[src/rtl/writeback_unit.sv]
// writeback_unit: single-entry MEM->WB pipeline register with load alignment/extension,
// sticky misaligned-load detection and a retire counter. Define WB_FWD_EN to add the EX bypass port.
module writeback_unit #(
  parameter int DATA_W = 32,
  parameter int CNT_W  = 32,
  parameter int OFS_W  = $clog2(DATA_W / 8)
) (
  input  logic              clk,
  input  logic              rst,
  input  logic              in_valid,
  output logic              in_ready,
  input  logic              in_flush,
  input  logic              in_reg_write,
  input  logic              in_mem_to_reg,
  input  logic [1:0]        in_size,
  input  logic              in_signed,
  input  logic [OFS_W-1:0]  in_ofs,
  input  logic [4:0]        in_rd,
  input  logic [DATA_W-1:0] in_mem_data,
  input  logic [DATA_W-1:0] in_alu_result,
  input  logic              out_ready,
  output logic              out_valid,
  output logic              out_wr,
  output logic [4:0]        out_rd,
  output logic [DATA_W-1:0] out_wd,
  output logic              out_misalign,
  output logic [CNT_W-1:0]  out_retired
`ifdef WB_FWD_EN
  ,
  output logic              fwd_valid,
  output logic [4:0]        fwd_rd,
  output logic [DATA_W-1:0] fwd_data
`endif
);

  logic              accept;
  logic              retire;
  logic              entryValid;
  logic              entryWrite;
  logic              entryMisalign;
  logic [4:0]        entryRd;
  logic [DATA_W-1:0] entryData;
  logic              stickyMisalign;
  logic [CNT_W-1:0]  retireCnt;

  logic [1:0]        effSize;
  logic [2:0]        ofsMask;
  logic              loadMisalign;
  logic [DATA_W-1:0] shifted;
  logic [DATA_W-1:0] keepMask;
  logic              signBit;
  logic [DATA_W-1:0] loadData;
  logic [DATA_W-1:0] nextData;
  logic              nextMisalign;

  // Held low through reset so the MEM stage never hands over an entry we would lose.
  assign in_ready = rst && (!entryValid || out_ready) && !in_flush;
  assign accept   = in_valid && in_ready;
  assign retire   = entryValid && out_ready && !in_flush;

  // A 32-bit datapath has no doubleword; size 11 degrades to a word access.
  assign effSize = (DATA_W == 32 && in_size == 2'b11) ? 2'b10 : in_size;

  always_comb begin
    ofsMask = 3'b000;
    case (effSize)
      2'b00:   ofsMask = 3'b000;
      2'b01:   ofsMask = 3'b001;
      2'b10:   ofsMask = 3'b011;
      default: ofsMask = 3'b111;
    endcase
  end

  assign loadMisalign = |(3'(in_ofs) & ofsMask);

  assign shifted = in_mem_data >> {in_ofs, 3'b000};

  // Full-width access leaves keepMask all ones, so extension cannot touch the data.
  always_comb begin
    keepMask = '1;
    signBit  = 1'b0;
    case (effSize)
      2'b00: begin
        keepMask = DATA_W'(64'h0000_0000_0000_00FF);
        signBit  = shifted[7];
      end
      2'b01: begin
        keepMask = DATA_W'(64'h0000_0000_0000_FFFF);
        signBit  = shifted[15];
      end
      2'b10: begin
        keepMask = DATA_W'(64'h0000_0000_FFFF_FFFF);
        signBit  = shifted[31];
      end
      default: begin
        keepMask = '1;
        signBit  = 1'b0;
      end
    endcase
  end

  assign loadData     = (shifted & keepMask) | ((in_signed && signBit) ? ~keepMask : '0);
  assign nextData     = in_mem_to_reg ? loadData : in_alu_result;
  assign nextMisalign = in_mem_to_reg && loadMisalign;

  always_ff @(posedge clk or negedge rst) begin
    if (!rst) begin
      entryValid     <= 1'b0;
      entryWrite     <= 1'b0;
      entryMisalign  <= 1'b0;
      entryRd        <= '0;
      entryData      <= '0;
      stickyMisalign <= 1'b0;
      retireCnt      <= '0;
    end else begin
      if (in_flush) begin
        entryValid <= 1'b0;
      end else if (accept) begin
        entryValid <= 1'b1;
      end else if (retire) begin
        entryValid <= 1'b0;
      end

      if (accept) begin
        entryRd       <= in_rd;
        entryData     <= nextData;
        entryWrite    <= in_reg_write;
        entryMisalign <= nextMisalign;
      end

      if (accept && nextMisalign) begin
        stickyMisalign <= 1'b1;
      end

      if (retire) begin
        retireCnt <= retireCnt + CNT_W'(1);
      end
    end
  end

  assign out_valid    = entryValid;
  assign out_wr       = entryValid && entryWrite && (entryRd != 5'd0) && !entryMisalign;
  assign out_rd       = entryRd;
  assign out_wd       = entryData;
  assign out_misalign = stickyMisalign;
  assign out_retired  = retireCnt;

`ifdef WB_FWD_EN
  assign fwd_valid = out_wr;
  assign fwd_rd    = out_rd;
  assign fwd_data  = out_wd;
`endif

endmodule
[config.mk]
export PLATFORM = sky130hd
export DESIGN_NAME = writeback_unit
export DESIGN_NICKNAME = d
export VERILOG_FILES = /design/src/rtl/writeback_unit.sv
export SDC_FILE = /design/constraint.sdc
export NUM_CORES = 1
export LEC_CHECK = 0
export ABC_AREA = 1
export CAP_MARGIN = 20
export CORE_MARGIN = 2
export CORE_UTILIZATION = 47
export CTS_CLUSTER_SIZE = 10
export DETAILED_ROUTE_END_ITERATION = 8
export PLACE_DENSITY = 0.79
export SETUP_SLACK_MARGIN = 0.05
export SYNTH_ARGS = -nofsm -noshare
export SYNTH_HDL_FRONTEND = slang
export SYNTH_SLANG_ARGS = --single-unit
[constraint.sdc]
create_clock -name clk -period 1.9 [get_ports clk]
set_clock_uncertainty 0.1 [all_clocks]
set_input_delay 0.475 -clock clk [delete_from_list [all_inputs] [get_ports clk]]
set_output_delay 0.475 -clock clk [all_outputs]
set_load 0.02 [all_outputs]
==> flow_summary_export.csv <==
group,metric,value,unit
detailed_routing,ant_nets,0,
grt,grt_pass1_wl,23100,um
power,power_frac_comb,0.296,
yosys,ys_seq_elements,73,
critical_path,required,1.32,ns
yosys,synth.area.top_cells,"dfrtp_1 40%, nand2_1 22%, nor2_1 8.0%",
timing,tightestPinTransition,0.920,ns
grt,antenna_found_initial,1,
die,num_rows,36,
timing,max-slew-margin-rel,0.387,
grt,gr-total-overflow,0,
grt,grt_pass1_vias,4797,
run_status,status,"completed",
clock_tree,root_buffer,"clkbuf_8",
placement,dp_cells,1002,
detailed_routing,avgRoutedWirePerCell,14.2,um
yosys,synth_flop_cell,"dfrtp_1",
run,cap_violations,0,
placement,detailed_place_hpwl,10900,um
power,seq_power_share,0.413,
yosys,syn_inst,689,
critical_path,critPathKind,"reg -> out",
timing,slew_violations,0,
yosys,netlist_area,4620,um^2
placement,portBuffers,153,
die,core_area,9640,um^2
critical_path,worstPathMaxFanout,2,
detailed_routing,drc_errors,0,
layout,syn_to_final_growth,48.8,%
clock_tree,clock_sinks,73,
layout,n_fill_cell,827,
yosys,seq_area_frac_synth,0.395,
yosys,synth_edf_count,0,
detailed_routing,drt_iter0_markers,279,
detailed_routing,vias,5190,
power,power_leakage,3.58,nW
detailed_routing,wl,14500,um
timing,finalCriticalPeriod,1.84,ns
timing,period_share,0.967,
yosys,synth_top_area_cell,"dfrtp_1",
timing,rsz0062_at_grt,"yes",
clock_tree,cts_buffers,9,
power,ir_drop,0.414,mV
timing,fmax,544,MHz
yosys,async_reset_ff_frac,1.00,
clock_tree,cts_buffer_depth,2,
grt,grt_usage,0.280,
die,die_width,103,um
layout,final-instance-count-excl-fill,1022,
detailed_routing,viasPerCell,5.08,
critical_path,cp.arrival,1.26,ns
critical_path,cp-start-kind,"flop",
layout,final_core_util,0.713,
power,p_clk_frac,0.291,
clock_tree,cts_hold_buffers,0,
yosys,ys_types,33,
die,top_level_ports,154,
clock_tree,path_clk_slew,0.08,ns
hold_path,hold_path_class,"in -> async",
yosys,synth_most_common_cell,"nand2_1",
die,start_util,0.479,
power,p_switching,1.51,mW
timing,setup_violations,0,
layout,fin_nets,965,
power,p_int,3.09,mW
yosys,synth_area_per_cell,6.71,um^2
placement,place.gp.congestion,1.01,
yosys,synthesis.nets,771,
clock_tree,cts_tree,"yes",
yosys,synth_largest_type_area_fraction,0.395,
power,swShare,0.328,
die,die-area,10600,um^2
clock_tree,clk_latency,0.35,ns
yosys,synth_common_cells,"272 x nand2_1, 98 x nor2_1, 73 x dfrtp_1",
layout,drive_gt1_frac,0.123,
timing,hold_viol,0,
yosys,yosys_warnings,0,
die,dieHeight,103,um
critical_path,end_kind,"primary output",
detailed_routing,dr.pass1.iters,4,
clock_tree,h-tree-depth,3,
grt,grt_max_degree,74,
power,powerDensity,669,nW/um^2
==> power groups by stage <==
stage	Combinational, mW	Clock (mW)	Sequential (mW)
detailed placement	1.46	0	1.93
finish	1.36	1.34	1.90
global placement	1.45	0	1.93
floorplan	0.428	0	2.14
global route	1.49	1.44	1.93
CTS	1.34	1.36	1.90
==> timing repair <==
| action | in CTS | in global routing |
|---|---|---|
| pin swaps | 0 | 6 |
| setup buffers | 0 | 1 |
| resized for setup | 83 | 19 |
| cloned | 0 | 2 |
| setup endpoints to repair | 74 | 47 |
==> worst max-delay path, stage by stage (launching register included) <==
cell,delay (ns)
dfrtp_1,0.40
nor3_2,0.18
nand2_1,0.07
nand4_1,0.09
inv_2,0.05
buf_6,0.12
==> per-stage QoR <==
step,cell area (um^2),setup TNS [ns],setup slack (ns),power (mW),hold WS [ns]
3_5_place_dp,6650,-15.15,-0.473,3.39,0.358
5_1_grt,6880,-0.0301,-0.0281,4.86,0.386
3_3_place_gp,6650,-12.62,-0.417,3.37,0.348
6_report,6880,0,0.0624,4.60,0.315
2_1_floorplan,4620,0,0.145,2.57,0.0794
4_1_cts,6770,-0.0243,-0.0243,4.60,0.352
==> routing by layer <==
metal / vias to the layer above / track usage / part of all wire
met2: 236 / 0.431 / 0.45
met4: 0 / 0.137 / 0.041
met5: - / 0 / 0
met3: 43 / 0.0563 / 0.081
met1: 2363 / 0.378 / 0.43
li1: 2548 / - / -
==> cells in the final DEF (no fill, tap or decap), drive strengths merged, types with 3 or more instances in the layout <==
master,netlist,final
nand2,274,274
nor2,103,103
clkdlybuf4s50,0,76
dfrtp,73,73
dlygate4sd2,0,70
buf,16,58
inv,56,55
a21oi,30,30
nand3,29,30
o21ai,25,25
nor3,17,17
xor2,16,16
clkbuf,11,11
nand3b,8,8
nand4,8,8
a2bb2oi,7,7
o211ai,6,6
clkinvlp,0,4
or2,3,3
dlymetal6s2s,0,3
==> cell families after synthesis <==
kind of cell,after synthesis,share of synthesized area
AND/OR/NAND/NOR,443,0.407
buffers and inverters,84,0.0750
flip-flops,73,0.395
AO/OA/AOI/OAI,70,0.0855
XOR/XNOR,18,0.0341
adder cells (fa/ha/maj),1,0.00271
==> layout make-up <==
cell class	count	area (um^2)	share of cell area
multi-input cells	533	2510	0.365
repair buffers	208	1930	0.281
flip-flops and latches	73	1830	0.266
inverters	57	218	0.0317
well taps	133	166	0.0242
clock buffers	11	131	0.0191
clock inverters	5	80.1	0.0116
repair inverters	1	5.00	0.000728
diodes	1	2.50	0.000364
==> registers in the layout, summed over array words and instances (netlist names) <==
name / flops
out_rd: 5
out_wd: 32
out_misalign: 1
out_retired: 32
entryWrite: 1
out_valid: 1
entryMisalign: 1
==> path summary, 6_finish.rpt <==
kind                                start  slack [ns]              end  cells after the start
min reg2reg                  out_misalign        0.37     out_misalign                      2
max reg2reg                out_retired[1]        0.17  out_retired[18]                      7
max                             out_rd[4]        0.06           out_wr                      5
min in group clk                out_ready        0.33        out_valid                      4
max in group asynchronous             rst        0.80       out_wd[12]                      2
min                                   rst        0.31       out_wd[18]                      2
(Power assumes the default switching activity.)
